<file path="src/rtl/ysyx_25060173_pkg.sv">
// Shared decode/ALU definitions: one-hot alu_op bit positions, RV32I opcode and
// funct fields, and the registered decode entry carried from IDU to execute.
package ysyx_25060173_pkg;

    localparam int ALU_OP_W = 13;

    localparam int OP_ADDI  = 0;
    localparam int OP_AUIPC = 1;
    localparam int OP_ADD   = 2;
    localparam int OP_SUB   = 3;
    localparam int OP_AND   = 4;
    localparam int OP_BNE   = 5;
    localparam int OP_BGE   = 6;
    localparam int OP_BGEU  = 7;
    localparam int OP_BLT   = 8;
    localparam int OP_BLTU  = 9;
    localparam int OP_BEQ   = 10;
    localparam int OP_SLTIU = 11;
    localparam int OP_SLLI  = 12;

    localparam logic [6:0] OPC_OP_IMM = 7'b0010011;
    localparam logic [6:0] OPC_AUIPC  = 7'b0010111;
    localparam logic [6:0] OPC_OP     = 7'b0110011;
    localparam logic [6:0] OPC_BRANCH = 7'b1100011;

    localparam logic [2:0] F3_ADD_SUB = 3'b000;
    localparam logic [2:0] F3_SLL     = 3'b001;
    localparam logic [2:0] F3_SLTU    = 3'b011;
    localparam logic [2:0] F3_AND     = 3'b111;

    localparam logic [2:0] F3_BEQ  = 3'b000;
    localparam logic [2:0] F3_BNE  = 3'b001;
    localparam logic [2:0] F3_BLT  = 3'b100;
    localparam logic [2:0] F3_BGE  = 3'b101;
    localparam logic [2:0] F3_BLTU = 3'b110;
    localparam logic [2:0] F3_BGEU = 3'b111;

    localparam logic [6:0] F7_BASE = 7'b0000000;
    localparam logic [6:0] F7_SUB  = 7'b0100000;

    typedef struct packed {
        logic [31:0]         alu_src1;
        logic [31:0]         alu_src2;
        logic [ALU_OP_W-1:0] alu_op;
        logic [31:0]         pc;
        logic [31:0]         imm;
        logic [4:0]          rd_addr;
        logic                rd_wen;
        logic                is_branch;
        logic                illegal;
    } idu_entry_t;

    function automatic logic [ALU_OP_W-1:0] op_bit(input int idx);
        return {{(ALU_OP_W-1){1'b0}}, 1'b1} << idx;
    endfunction

endpackage

</file>
<file path="src/rtl/ysyx_25060173_idu_dec.sv">
// Combinational RV32I subset decoder: builds one idu_entry_t from the
// instruction word, its pc and the register-file read data.
module ysyx_25060173_idu_dec
    import ysyx_25060173_pkg::*;
(
    input  logic [31:0] inst,
    input  logic [31:0] pc,
    input  logic [31:0] rs1_data,
    input  logic [31:0] rs2_data,
    output idu_entry_t  entry
);

    logic [6:0]  opcode;
    logic [2:0]  funct3;
    logic [6:0]  funct7;
    logic [31:0] imm_i;
    logic [31:0] imm_b;
    logic [31:0] imm_u;
    logic        legal;

    assign opcode = inst[6:0];
    assign funct3 = inst[14:12];
    assign funct7 = inst[31:25];
    assign imm_i  = {{20{inst[31]}}, inst[31:20]};
    assign imm_b  = {{19{inst[31]}}, inst[31], inst[7], inst[30:25], inst[11:8], 1'b0};
    assign imm_u  = {inst[31:12], 12'b0};

    always_comb begin
        entry         = '0;
        legal         = 1'b0;
        entry.pc      = pc;
        entry.rd_addr = inst[11:7];
        case (opcode)
            OPC_OP_IMM: begin
                entry.alu_src1 = rs1_data;
                entry.alu_src2 = imm_i;
                entry.imm      = imm_i;
                case (funct3)
                    F3_ADD_SUB: begin entry.alu_op = op_bit(OP_ADDI);  legal = 1'b1; end
                    F3_SLTU:    begin entry.alu_op = op_bit(OP_SLTIU); legal = 1'b1; end
                    F3_SLL: begin
                        // inst[25] set would be a 6-bit RV64 shamt, not valid here
                        if (funct7 == F7_BASE) begin
                            entry.alu_op   = op_bit(OP_SLLI);
                            entry.alu_src2 = {27'b0, inst[24:20]};
                            legal          = 1'b1;
                        end
                    end
                    default: ;
                endcase
            end
            OPC_AUIPC: begin
                entry.alu_src1 = pc;
                entry.alu_src2 = imm_u;
                entry.imm      = imm_u;
                entry.alu_op   = op_bit(OP_AUIPC);
                legal          = 1'b1;
            end
            OPC_OP: begin
                entry.alu_src1 = rs1_data;
                entry.alu_src2 = rs2_data;
                if (funct3 == F3_ADD_SUB && funct7 == F7_BASE) begin
                    entry.alu_op = op_bit(OP_ADD); legal = 1'b1;
                end else if (funct3 == F3_ADD_SUB && funct7 == F7_SUB) begin
                    entry.alu_op = op_bit(OP_SUB); legal = 1'b1;
                end else if (funct3 == F3_AND && funct7 == F7_BASE) begin
                    entry.alu_op = op_bit(OP_AND); legal = 1'b1;
                end
            end
            OPC_BRANCH: begin
                entry.alu_src1  = rs1_data;
                entry.alu_src2  = rs2_data;
                entry.imm       = imm_b;
                entry.is_branch = 1'b1;
                legal           = 1'b1;
                case (funct3)
                    F3_BEQ:  entry.alu_op = op_bit(OP_BEQ);
                    F3_BNE:  entry.alu_op = op_bit(OP_BNE);
                    F3_BLT:  entry.alu_op = op_bit(OP_BLT);
                    F3_BGE:  entry.alu_op = op_bit(OP_BGE);
                    F3_BLTU: entry.alu_op = op_bit(OP_BLTU);
                    F3_BGEU: entry.alu_op = op_bit(OP_BGEU);
                    default: legal = 1'b0;
                endcase
            end
            default: ;
        endcase

        // Illegal entries still flow downstream but carry no operation or operands
        if (!legal) begin
            entry.alu_src1  = '0;
            entry.alu_src2  = '0;
            entry.imm       = '0;
            entry.alu_op    = '0;
            entry.is_branch = 1'b0;
        end
        entry.illegal = ~legal;
        entry.rd_wen  = legal & ~entry.is_branch & (inst[11:7] != 5'd0);
    end

endmodule

</file>
<file path="src/rtl/ysyx_25060173_idu.sv">
// Instruction decode stage: valid/ready handshake around the decoder.
// Define YSYX_25060173_IDU_SKID_EN for a skid slot that registers in_ready.
module ysyx_25060173_idu
    import ysyx_25060173_pkg::*;
(
    input  logic                clk,
    input  logic                rst_n,
    input  logic                in_valid,
    output logic                in_ready,
    input  logic [31:0]         in_inst,
    input  logic [31:0]         in_pc,
    output logic [4:0]          rs1_addr,
    output logic [4:0]          rs2_addr,
    input  logic [31:0]         rs1_data,
    input  logic [31:0]         rs2_data,
    input  logic                flush,
    output logic                out_valid,
    input  logic                out_ready,
    output logic [31:0]         alu_src1,
    output logic [31:0]         alu_src2,
    output logic [ALU_OP_W-1:0] alu_op,
    output logic [31:0]         out_pc,
    output logic [31:0]         out_imm,
    output logic [4:0]          rd_addr,
    output logic                rd_wen,
    output logic                is_branch,
    output logic                illegal
);

    idu_entry_t dec_entry;
    idu_entry_t out_reg;
    idu_entry_t out_next;
    logic       out_valid_reg;
    logic       out_valid_next;
    logic       accept;

    assign rs1_addr = in_inst[19:15];
    assign rs2_addr = in_inst[24:20];

    ysyx_25060173_idu_dec u_dec (
        .inst     (in_inst),
        .pc       (in_pc),
        .rs1_data (rs1_data),
        .rs2_data (rs2_data),
        .entry    (dec_entry)
    );

    assign accept = in_valid & in_ready;

`ifdef YSYX_25060173_IDU_SKID_EN
    idu_entry_t skid_reg;
    idu_entry_t skid_next;
    logic       skid_valid_reg;
    logic       skid_valid_next;

    // Ready depends only on skid occupancy (and flush), never on out_ready
    assign in_ready = ~skid_valid_reg & ~flush;

    always_comb begin
        out_next        = out_reg;
        out_valid_next  = out_valid_reg;
        skid_next       = skid_reg;
        skid_valid_next = skid_valid_reg;
        if (flush) begin
            out_valid_next  = 1'b0;
            skid_valid_next = 1'b0;
        end else if (~out_valid_reg | out_ready) begin
            if (skid_valid_reg) begin
                out_next        = skid_reg;
                out_valid_next  = 1'b1;
                skid_valid_next = 1'b0;
            end else if (accept) begin
                out_next       = dec_entry;
                out_valid_next = 1'b1;
            end else begin
                out_valid_next = 1'b0;
            end
        end else if (accept) begin
            skid_next       = dec_entry;
            skid_valid_next = 1'b1;
        end
    end

    always_ff @(posedge clk or negedge rst_n) begin
        if (!rst_n) begin
            skid_reg       <= '0;
            skid_valid_reg <= 1'b0;
        end else begin
            skid_reg       <= skid_next;
            skid_valid_reg <= skid_valid_next;
        end
    end
`else
    assign in_ready = (~out_valid_reg | out_ready) & ~flush;

    always_comb begin
        out_next       = out_reg;
        out_valid_next = out_valid_reg;
        if (flush) begin
            out_valid_next = 1'b0;
        end else if (accept) begin
            out_next       = dec_entry;
            out_valid_next = 1'b1;
        end else if (out_ready) begin
            out_valid_next = 1'b0;
        end
    end
`endif

    always_ff @(posedge clk or negedge rst_n) begin
        if (!rst_n) begin
            out_reg       <= '0;
            out_valid_reg <= 1'b0;
        end else begin
            out_reg       <= out_next;
            out_valid_reg <= out_valid_next;
        end
    end

    assign out_valid = out_valid_reg;
    assign alu_src1  = out_reg.alu_src1;
    assign alu_src2  = out_reg.alu_src2;
    assign alu_op    = out_reg.alu_op;
    assign out_pc    = out_reg.pc;
    assign out_imm   = out_reg.imm;
    assign rd_addr   = out_reg.rd_addr;
    assign rd_wen    = out_reg.rd_wen;
    assign is_branch = out_reg.is_branch;
    assign illegal   = out_reg.illegal;

endmodule

</file>
<file path="config.mk">
export PLATFORM = sky130hd
export DESIGN_NAME = ysyx_25060173_idu
export DESIGN_NICKNAME = d
export VERILOG_FILES = /design/src/rtl/ysyx_25060173_pkg.sv /design/src/rtl/ysyx_25060173_idu_dec.sv /design/src/rtl/ysyx_25060173_idu.sv
export SDC_FILE = /design/constraint.sdc
export NUM_CORES = 1
export LEC_CHECK = 0
export CORE_AREA = 5 5 128 130
export CTS_CLUSTER_DIAMETER = 40
export CTS_CLUSTER_SIZE = 8
export DETAILED_ROUTE_END_ITERATION = 10
export DIE_AREA = 0 0 133 135
export PLACE_DENSITY = 0.85
export SKIP_CTS_REPAIR_TIMING = 1
export SYNTH_ARGS = -nofsm -noshare
export SYNTH_HDL_FRONTEND = slang
export SYNTH_SLANG_ARGS = --single-unit
export TNS_END_PERCENT = 30
</file>
<file path="constraint.sdc">
create_clock -name clk -period 3.85 [get_ports clk]
set_input_delay 0.77 -clock clk [delete_from_list [all_inputs] [get_ports clk]]
set_output_delay 0.77 -clock clk [all_outputs]
set_load 0.03 [all_outputs]
</file>
======== Word level (Yosys, flattened, before mapping) ========
Index checks and enable logic that the tools add are counted.
word-level totals
  input bits .............................. 133
  register bits ........................... 150
  RAM bits ................................ 0
  latch bits .............................. 0
  output and inout port bits .............. 161
  ROM bits ................................ 0
  memories ................................ 0
cells by class
  $lt $le $gt $ge ......................... 0
  multiplexer cells ....................... 23
  div/mod/pow operators ................... 0
  add/subtract/negate cells ............... 0
  $mul .................................... 0
  bitwise logic cells ..................... 9
  reductions and logical operators ........ 10
  shifts and indexed selects .............. 0
  equal/unequal tests ..................... 11
operators with widths
  operator            number
  $pmux 77 s4         1
  $pmux 32 s3         1
  $mux 77             1
  $pmux 11 s6         1
  $mux 32             2
  $mux 45             1
  $pmux 13 s3         1
  $mux 13             2
  $eq 7x5->1 const B  2
  $eq 7x6->1 const B  2
  $eq 3x3->1 const B  4
  $mux 1              10
  $eq 7x7->1 const B  1
  $logic_not 7->1     1
  $reduce_or 6->1     1
  $mux 5              1
  $reduce_bool 5->1   1
  $and 1x1->1         4
  $not 1->1           4
  $pmux 1 s4          1
  $eq 3x1->1 const B  1
  $eq 3x2->1 const B  1
  $logic_and 1x1->1   3
  $logic_not 3->1     1
  other kinds (5)     5

======== Logic depth before layout (Yosys ltp) ========
Gate-level depths: netlist of the first run.
  depth in word-level cells ............... 10
  depth in mapped cells ................... 9

======== Modules after synthesis ========
A second synthesis of the first run with hierarchy kept.
unflattened totals
  cells, all modules ...................... 708
  area total of the unflattened synthesis .. 8,018.9 um2
modules (own cells, without submodules)
  module                 area each (um2)  sequential area each (um2)  times used  cells an instance
  ysyx_25060173_idu      5,700.5          3,753.6                     1           330
  ysyx_25060173_idu_dec  2,318.5          0.0                         1           378

======== Worst setup path before layout of the first run ========
Ideal clock, no wire load.
  kind .................................... input-to-reg
  start ................................... in in_inst[30]
  end ..................................... reg out_reg, in the netlist out_imm[31]
  stages .................................. 8
  path buffers ............................ 3
  setup slack ............................. 1.697 ns
  arrival time ............................ 2.033 ns
  required time ........................... 3.729 ns
  library setup time ...................... 0.121 ns
  cell sequence ........................... clkbuf_2 > and4b_1 > o2111ai_1 > a21oi_2 > o21ai_2 > buf_6 > buf_8 > o21ai_2
between the ends
  cells in the longest elaborated chain, start to end .. 7
  elaborated cells on any way between the ends .. 12
ends and longest elaborated chain
  what                  line                                                                                   source
  from (decl)           ysyx_25060173_idu.sv:10                                                                input logic [31:0] in_inst,
  $logic_not 7->1       ysyx_25060173_idu_dec.sv:43, ysyx_25060173_idu_dec.sv:62, ysyx_25060173_idu_dec.sv:66
  $logic_and 1x1->1     ysyx_25060173_idu_dec.sv:66                                                            end else if (funct3 == F3_AND && funct7 == F7_BASE) begin
  $mux 1                ysyx_25060173_idu_dec.sv:66
  $mux 1                ysyx_25060173_idu_dec.sv:64                                                            end else if (funct3 == F3_ADD_SUB && funct7 == F7_SUB) begin
  $mux 1                ysyx_25060173_idu_dec.sv:62                                                            if (funct3 == F3_ADD_SUB && funct7 == F7_BASE) begin
  $pmux 1 s4 (*)        ysyx_25060173_idu_dec.sv:33                                                            case (opcode)
  $mux 32 (*)           ysyx_25060173_idu_dec.sv:90                                                            if (!legal) begin
  to (signal assigned)  ysyx_25060173_idu.sv:115                                                               out_reg <= out_next;
  to (decl)             ysyx_25060173_idu.sv:31                                                                idu_entry_t out_reg;
Mark *: on every way between the ends. The rest lies on a longest branch, timed or not.
A chain may end at the register's enable or synchronous reset.

======== Worst setup path after layout of the first run ========
  start ................................... in in_inst[13]
  end ..................................... reg out_reg, in the netlist alu_src1[13]
between the ends
  cells in the longest elaborated chain, start to end .. 7
  elaborated cells on any way between the ends .. 19
ends and longest elaborated chain
  what               line
  $eq 3x3->1         ysyx_25060173_idu_dec.sv:66, ysyx_25060173_idu_dec.sv:76
  $logic_and 1x1->1  ysyx_25060173_idu_dec.sv:66
  $mux 1             ysyx_25060173_idu_dec.sv:66
  $mux 1             ysyx_25060173_idu_dec.sv:64
  $mux 1             ysyx_25060173_idu_dec.sv:62
  $pmux 1 s4 (*)     ysyx_25060173_idu_dec.sv:33
  $mux 77 (*)        ysyx_25060173_idu_dec.sv:90
Marks and branches as above.

==> flow_metrics.tcl, run 1 <==
set metrics [dict create \
    fin_crit_sh 0.802 \
    intPower_mw 2.97 \
    num_vias 6479 \
    syn_area_sq_mm 0.00678 \
    die_x_um 133 \
    status "finished clean" \
    dp.cells 1137 \
    grtUsageTotal 0.269 \
    slowest_delay_ns 0.75 \
    grt_max_degree 103 \
    setup_tns_ns 0 \
    power_switching_share 0.264 \
    worstPathRequired_ns 4.14 \
    start_util 0.451 \
    fin_nets 1101 \
    gp_congestion 0.849 \
    clock_skew_ns 0.00831 \
    grt_overflow 0 \
    tightest_slew_ns 1.16 \
    antennaDiodeCount 0 \
    die_height_um 135 \
    layout_common_cells "clkdlybuf4s50_1 (292), nand2_1 (221), dfrtp_1 (150)" \
    cpLargestDelayFamily "compound AO/OA/AOI/OAI gates" \
    wl_per_cell_um 20.8 \
    worst_slack_ns 0.762 \
    ff_latch_area_sq_mm 0.00375 \
    io_buffer_count 293 \
    hold_path.class "input pin to async pin" \
    totalPowerFinal_mw 4.04 \
    period_minus_slack_ns 3.09 \
    clkTransAtPathRegs_ns 0.06 \
    layout.cells.non_filler 1169 \
    synth_edf_count 0 \
    finalHoldViolations 0 \
    p_seq_frac 0.413 \
    core-area_sq_mm 0.0150 \
    via_per_inst 5.54 \
    totalWireLength_um 24400 \
    antenna_found_initial 0 \
    grt_pass1_vias 6547 \
    placementRows 45 \
    clockBufferDepth 2 \
    synth-seq-cells 150 \
    dp_slack_ns 0.356 \
    leakage_nw 4.32 \
    pwr_density_cell_mw_per_mm2 390 \
    critPathMaxFanout 35 \
    cp-endpoint "alu_src1[13]" \
    firstDrtPassIters 5 \
    cts_tree "built" \
    path_depth 7 \
    fmax_mhz 324 \
    cpMaxStageDelayCell "o21ai_4" \
    slew_viol_final 0 \
    ys_async_sr_fraction 1.00 \
    p_switching_mw 1.07 \
    drc 0 \
    cp-start-kind "input pin" \
    drive_gt1_frac 0.0887 \
    worstPathArrival_ns 3.38 \
    synth_cell_types 45 \
    slew_headroom 0.227 \
    r2r_cells 5 \
    cts_buffers 17 \
    avgSynthCellArea_sq_um 9.58 \
    final.fill_count 1149 \
    syn_nets 841 \
    peakVddDrop_v 0.000268 \
    synth_cells 708 \
    maxCapViolCount 0 \
    setup_viol 0 \
    seq_area_frac_synth 0.554 \
    p_clk_frac 0.424 \
    setup.worst_path.start "in_inst[13]" \
    dieArea_sq_mm 0.0180 \
    clk_latency_ns 0.41 \
    io-pin-count 294 \
    worstPathCellList "clkdlybuf4s50_1 > and4b_1 > o2111ai_1 > a21oi_2 > o21ai_4 > buf_12 > o21ai_0" \
    cp_num_buf_inv 2 \
    multi_input_area_sq_mm 0.00266 \
    hpwl_um 17400 \
    htreeDepth 4 \
    rsz0062_at_grt "false" \
    cp-end-kind "register" \
    syn2layout_area_growth_pct 52.7 \
    r2r_slack_ns 2.03 \
    cts-root-buf "clkbuf_16" \
    r2r-end "out_imm[7]" \
    layout_commonest_cell "clkdlybuf4s50_1" \
    first_iter_violations 468 \
    grt_first_pass_wirelength_um 37800 \
    postRouteAntennaNets 0 \
    crit_type "input pin to register" \
    synth_ff_type "dfrtp_1" \
    cts.sinks 150 \
    timing.rr.start "out_valid" \
    p_comb_frac 0.163 \
    synth_warnings 0 \
]
[power by group through the flow]
| stage | Clock (mW) | Sequential [mW] | Combinational (mW) |
|---|---|---|---|
| 2_1_floorplan | 0 | 1.82 | 0.160 |
| 3_3_place_gp | 0 | 1.69 | 0.652 |
| 3_5_place_dp | 0 | 1.70 | 0.659 |
| 4_1_cts | 1.73 | 1.67 | 0.662 |
| 5_1_grt | 1.80 | 1.68 | 0.697 |
| 6_report | 1.71 | 1.67 | 0.658 |
[metrics by stage]
stage,hold WS [ns],area [sq um],util
2_1_floorplan,0.474,6780,-
4_1_cts,0.476,10400,0.689
3_5_place_dp,0.461,9750,0.648
5_1_grt,0.488,10400,0.689
3_3_place_gp,0.456,9750,0.648
6_report,0.452,10400,0.689
[routing by layer]
layer | track usage | part of all wire
met1 | 0.334 | 0.39
met2 | 0.439 | 0.48
met3 | 0.0849 | 0.098
met4 | 0.105 | 0.029
met5 | 0 | 0
[layout make-up]
type | count | area share
clock buffers | 19 | 0.0437
clock inverters | 13 | 0.0147
multi-input cells | 489 | 0.257
flip-flops and latches | 150 | 0.363
well taps | 188 | 0.0227
repair buffers | 310 | 0.299
[synthesized netlist by cell type, types with 2 or more instances]
| cell type | instances | area share |
|---|---|---|
| nor4b_2 | 2 | 0.0044 |
| buf_1 | 4 | 0.0022 |
| buf_2 | 12 | 0.0089 |
| nor2b_1 | 3 | 0.0028 |
| a22o_1 | 21 | 0.027 |
| buf_6 | 4 | 0.0066 |
| dfrtp_1 | 150 | 0.55 |
| o21a_1 | 2 | 0.0022 |
| and2_1 | 2 | 0.0018 |
| a32o_1 | 8 | 0.012 |
| o21ai_1 | 20 | 0.015 |
| nand3_1 | 3 | 0.0022 |
| o31ai_1 | 3 | 0.0033 |
| buf_4 | 11 | 0.012 |
| clkbuf_2 | 8 | 0.0059 |
| nor3_1 | 2 | 0.0015 |
| a21oi_1 | 39 | 0.029 |
| nor2_1 | 8 | 0.0044 |
| o41ai_1 | 2 | 0.0026 |
| o21ai_0 | 58 | 0.043 |
| and4bb_2 | 2 | 0.0037 |
| buf_8 | 3 | 0.0066 |
| a22oi_1 | 49 | 0.054 |
| nand2_1 | 222 | 0.12 |
| o21ai_2 | 21 | 0.027 |
| clkbuf_1 | 27 | 0.015 |
| nand2b_1 | 4 | 0.0037 |
[logic make-up (layout without fill, tap and decap cells)]
group,Yosys count,after routing,synth area share
simple gates,260,260,0.165
flops,150,150,0.554
compound gates,228,228,0.223
buf+inv,69,342,0.0574
xor+xnor,1,1,0.00129
[worst reg2reg max path, delay by kind of cell (launching register included)]
| kind | cells | cell delay [ns] |
|---|---|---|
| DFF | 1 | 0.39 |
| buffers and inverters | 1 | 0.44 |
| and+or+nand+nor | 2 | 0.34 |
| AOI/OAI and AO/OA | 2 | 0.58 |
[worst min-delay path by stage]
stage	startpoint	to	slack, ns	depth (start not counted)
after floorplan	rst_n	alu_op[0]	0.47	0
after global placement	out_pc[18]	out_pc[18]	0.46	2
after detailed placement	rd_addr[1]	rd_addr[1]	0.46	2
after CTS	rd_addr[1]	rd_addr[1]	0.48	2
after global routing	out_pc[30]	out_pc[30]	0.49	2
final	rst_n	out_pc[3]	0.45	1
Power figures use the tool's default switching activity.
==> run 2: changes to the inputs <==
CORE_AREA = 5 5 138 140   (was 5 5 128 130)
DIE_AREA = 0 0 143 145   (was 0 0 133 135)
PLACE_DENSITY = 0.77   (was 0.85)
clock period = 2.6 ns   (was 3.85 ns; I/O delays follow)
==> flow_metrics.tcl, run 2 (synthesis results as in run 1) <==
set metrics [dict create \
    status "finished clean" \
    leakage_nw 4.48 \
    cp-end-kind "output pin" \
    grt_first_pass_wirelength_um 37500 \
    maxCapViolCount 0 \
    period_minus_slack_ns 2.38 \
    htreeDepth 4 \
    slew_viol_final 0 \
    die_height_um 145 \
    peakVddDrop_v 0.000431 \
    dp.cells 1210 \
    core-area_sq_mm 0.0177 \
    finalHoldViolations 0 \
    rsz0062_at_grt "false" \
    setup_tns_ns 0 \
    cts.sinks 150 \
    power_switching_share 0.261 \
    grt_max_degree 60 \
    die_x_um 143 \
    gp_congestion 0.876 \
    fin_nets 1133 \
    placementRows 49 \
    p_seq_frac 0.408 \
    start_util 0.383 \
    critPathMaxFanout 2 \
    dieArea_sq_mm 0.0207 \
    firstDrtPassIters 5 \
    drc 0 \
    slew_headroom 0.617 \
    drive_gt1_frac 0.116 \
    hold_path.class "input pin to async pin" \
    whs_ns 0.0725 \
    totalWireLength_um 24600 \
    io-pin-count 294 \
    syn2layout_area_growth_pct 57.8 \
    pwr_density_cell_mw_per_mm2 566 \
    clkTransAtPathRegs_ns 0.06 \
    grt_overflow 0 \
    p_switching_mw 1.58 \
    clockBufferDepth 2 \
    worstPathRequired_ns 2.08 \
    num_vias 6569 \
    setup_viol 0 \
    layout.cells.non_filler 1242 \
    grt_pass1_vias 6603 \
    clock_skew_ns 0.00519 \
    p_comb_frac 0.167 \
    cts-root-buf "clkbuf_16" \
    io_buffer_count 293 \
    first_iter_violations 305 \
    wl_per_cell_um 19.8 \
    antenna_found_initial 0 \
    clk_latency_ns 0.41 \
    fin_crit_sh 0.914 \
    cp-start-kind "input pin" \
    antennaDiodeCount 0 \
    layout_commonest_cell "clkdlybuf4s50_1" \
    cts_buffers 17 \
    p_clk_frac 0.425 \
    hpwl_um 18300 \
    crit_type "input pin to output pin" \
    tightest_slew_ns 0.575 \
    cts_tree "built" \
    via_per_inst 5.29 \
    intPower_mw 4.47 \
    postRouteAntennaNets 0 \
    layout_common_cells "clkdlybuf4s50_1 (292), nand2_1 (221), dfrtp_1 (150)" \
    grtUsageTotal 0.232 \
    worstPathArrival_ns 1.86 \
    fmax_mhz 421 \
]
## run 2: cell count changes in the layout (fill, tap and decap cells not counted)
| cell | delta |
|---|---|
| buf_12 | +4 |
| inv_6 | -1 |
| clkinvlp_4 | +2 |
| buf_4 | +28 |
| clkbuf_8 | -2 |
| bufinv_16 | +1 |
| clkbuf_1 | +1 |
| clkinv_2 | -1 |
## run 2: final cells by class
class	instances	area (sq um)
clock buffers	18	429
clock inverters	14	184
fillers	1535	7020
multi-input cells	489	2660
flip-flops and latches	150	3750
well taps	229	287
repair buffers	342	3390
## run 2: metal layers
metal / global-route usage / part of all wire / vias to the layer above
li1: - / - / 3039
met1: 0.297 / 0.41 / 3171
met2: 0.361 / 0.46 / 300
met3: 0.0714 / 0.087 / 59
met4: 0.0998 / 0.042 / 0
met5: 0 / 0 / -
## run 2: path summary, 6_finish.rpt
check | to | slack (ns) | start | depth (start not counted)
worst max-delay path | in_ready | 0.22 | out_ready | 4
worst min register to register | out_pc[7] | 0.47 | out_pc[7] | 2
max in group asynchronous | alu_op[11] | 1.75 | rst_n | 2
worst min-delay path | alu_src2[25] | 0.07 | rst_n | 1
worst max register to register | alu_src1[6] | 1.11 | out_valid | 5
min in group clk | out_pc[7] | 0.47 | out_pc[7] | 2
## run 2: power by group through the flow
stage	sequential (mW)	clock (mW)	combinational, mW
6_report	2.47	2.57	1.01
5_1_grt	2.48	2.72	1.07
4_1_cts	2.47	2.62	1.02
3_5_place_dp	2.51	0	1.01
3_3_place_gp	2.51	0	1.00
2_1_floorplan	2.69	0	0.237
## run 2: per-stage QoR
step	instance area (sq um)	utilization	setup WS (ns)	power, mW
3_3_place_gp	10100	0.569	0.109	3.51
2_1_floorplan	6780	-	0.697	2.93
4_1_cts	10700	0.604	0.194	6.11
3_5_place_dp	10100	0.569	0.0340	3.53
6_report	10700	0.604	0.225	6.05
5_1_grt	10700	0.604	0.171	6.28
## run 2: critical path: stages
cell and delay, ns:
clkdlybuf4s50_1 0.50, nor2b_1 0.07, nor2_1 0.09, clkdlybuf4s50_1 0.67
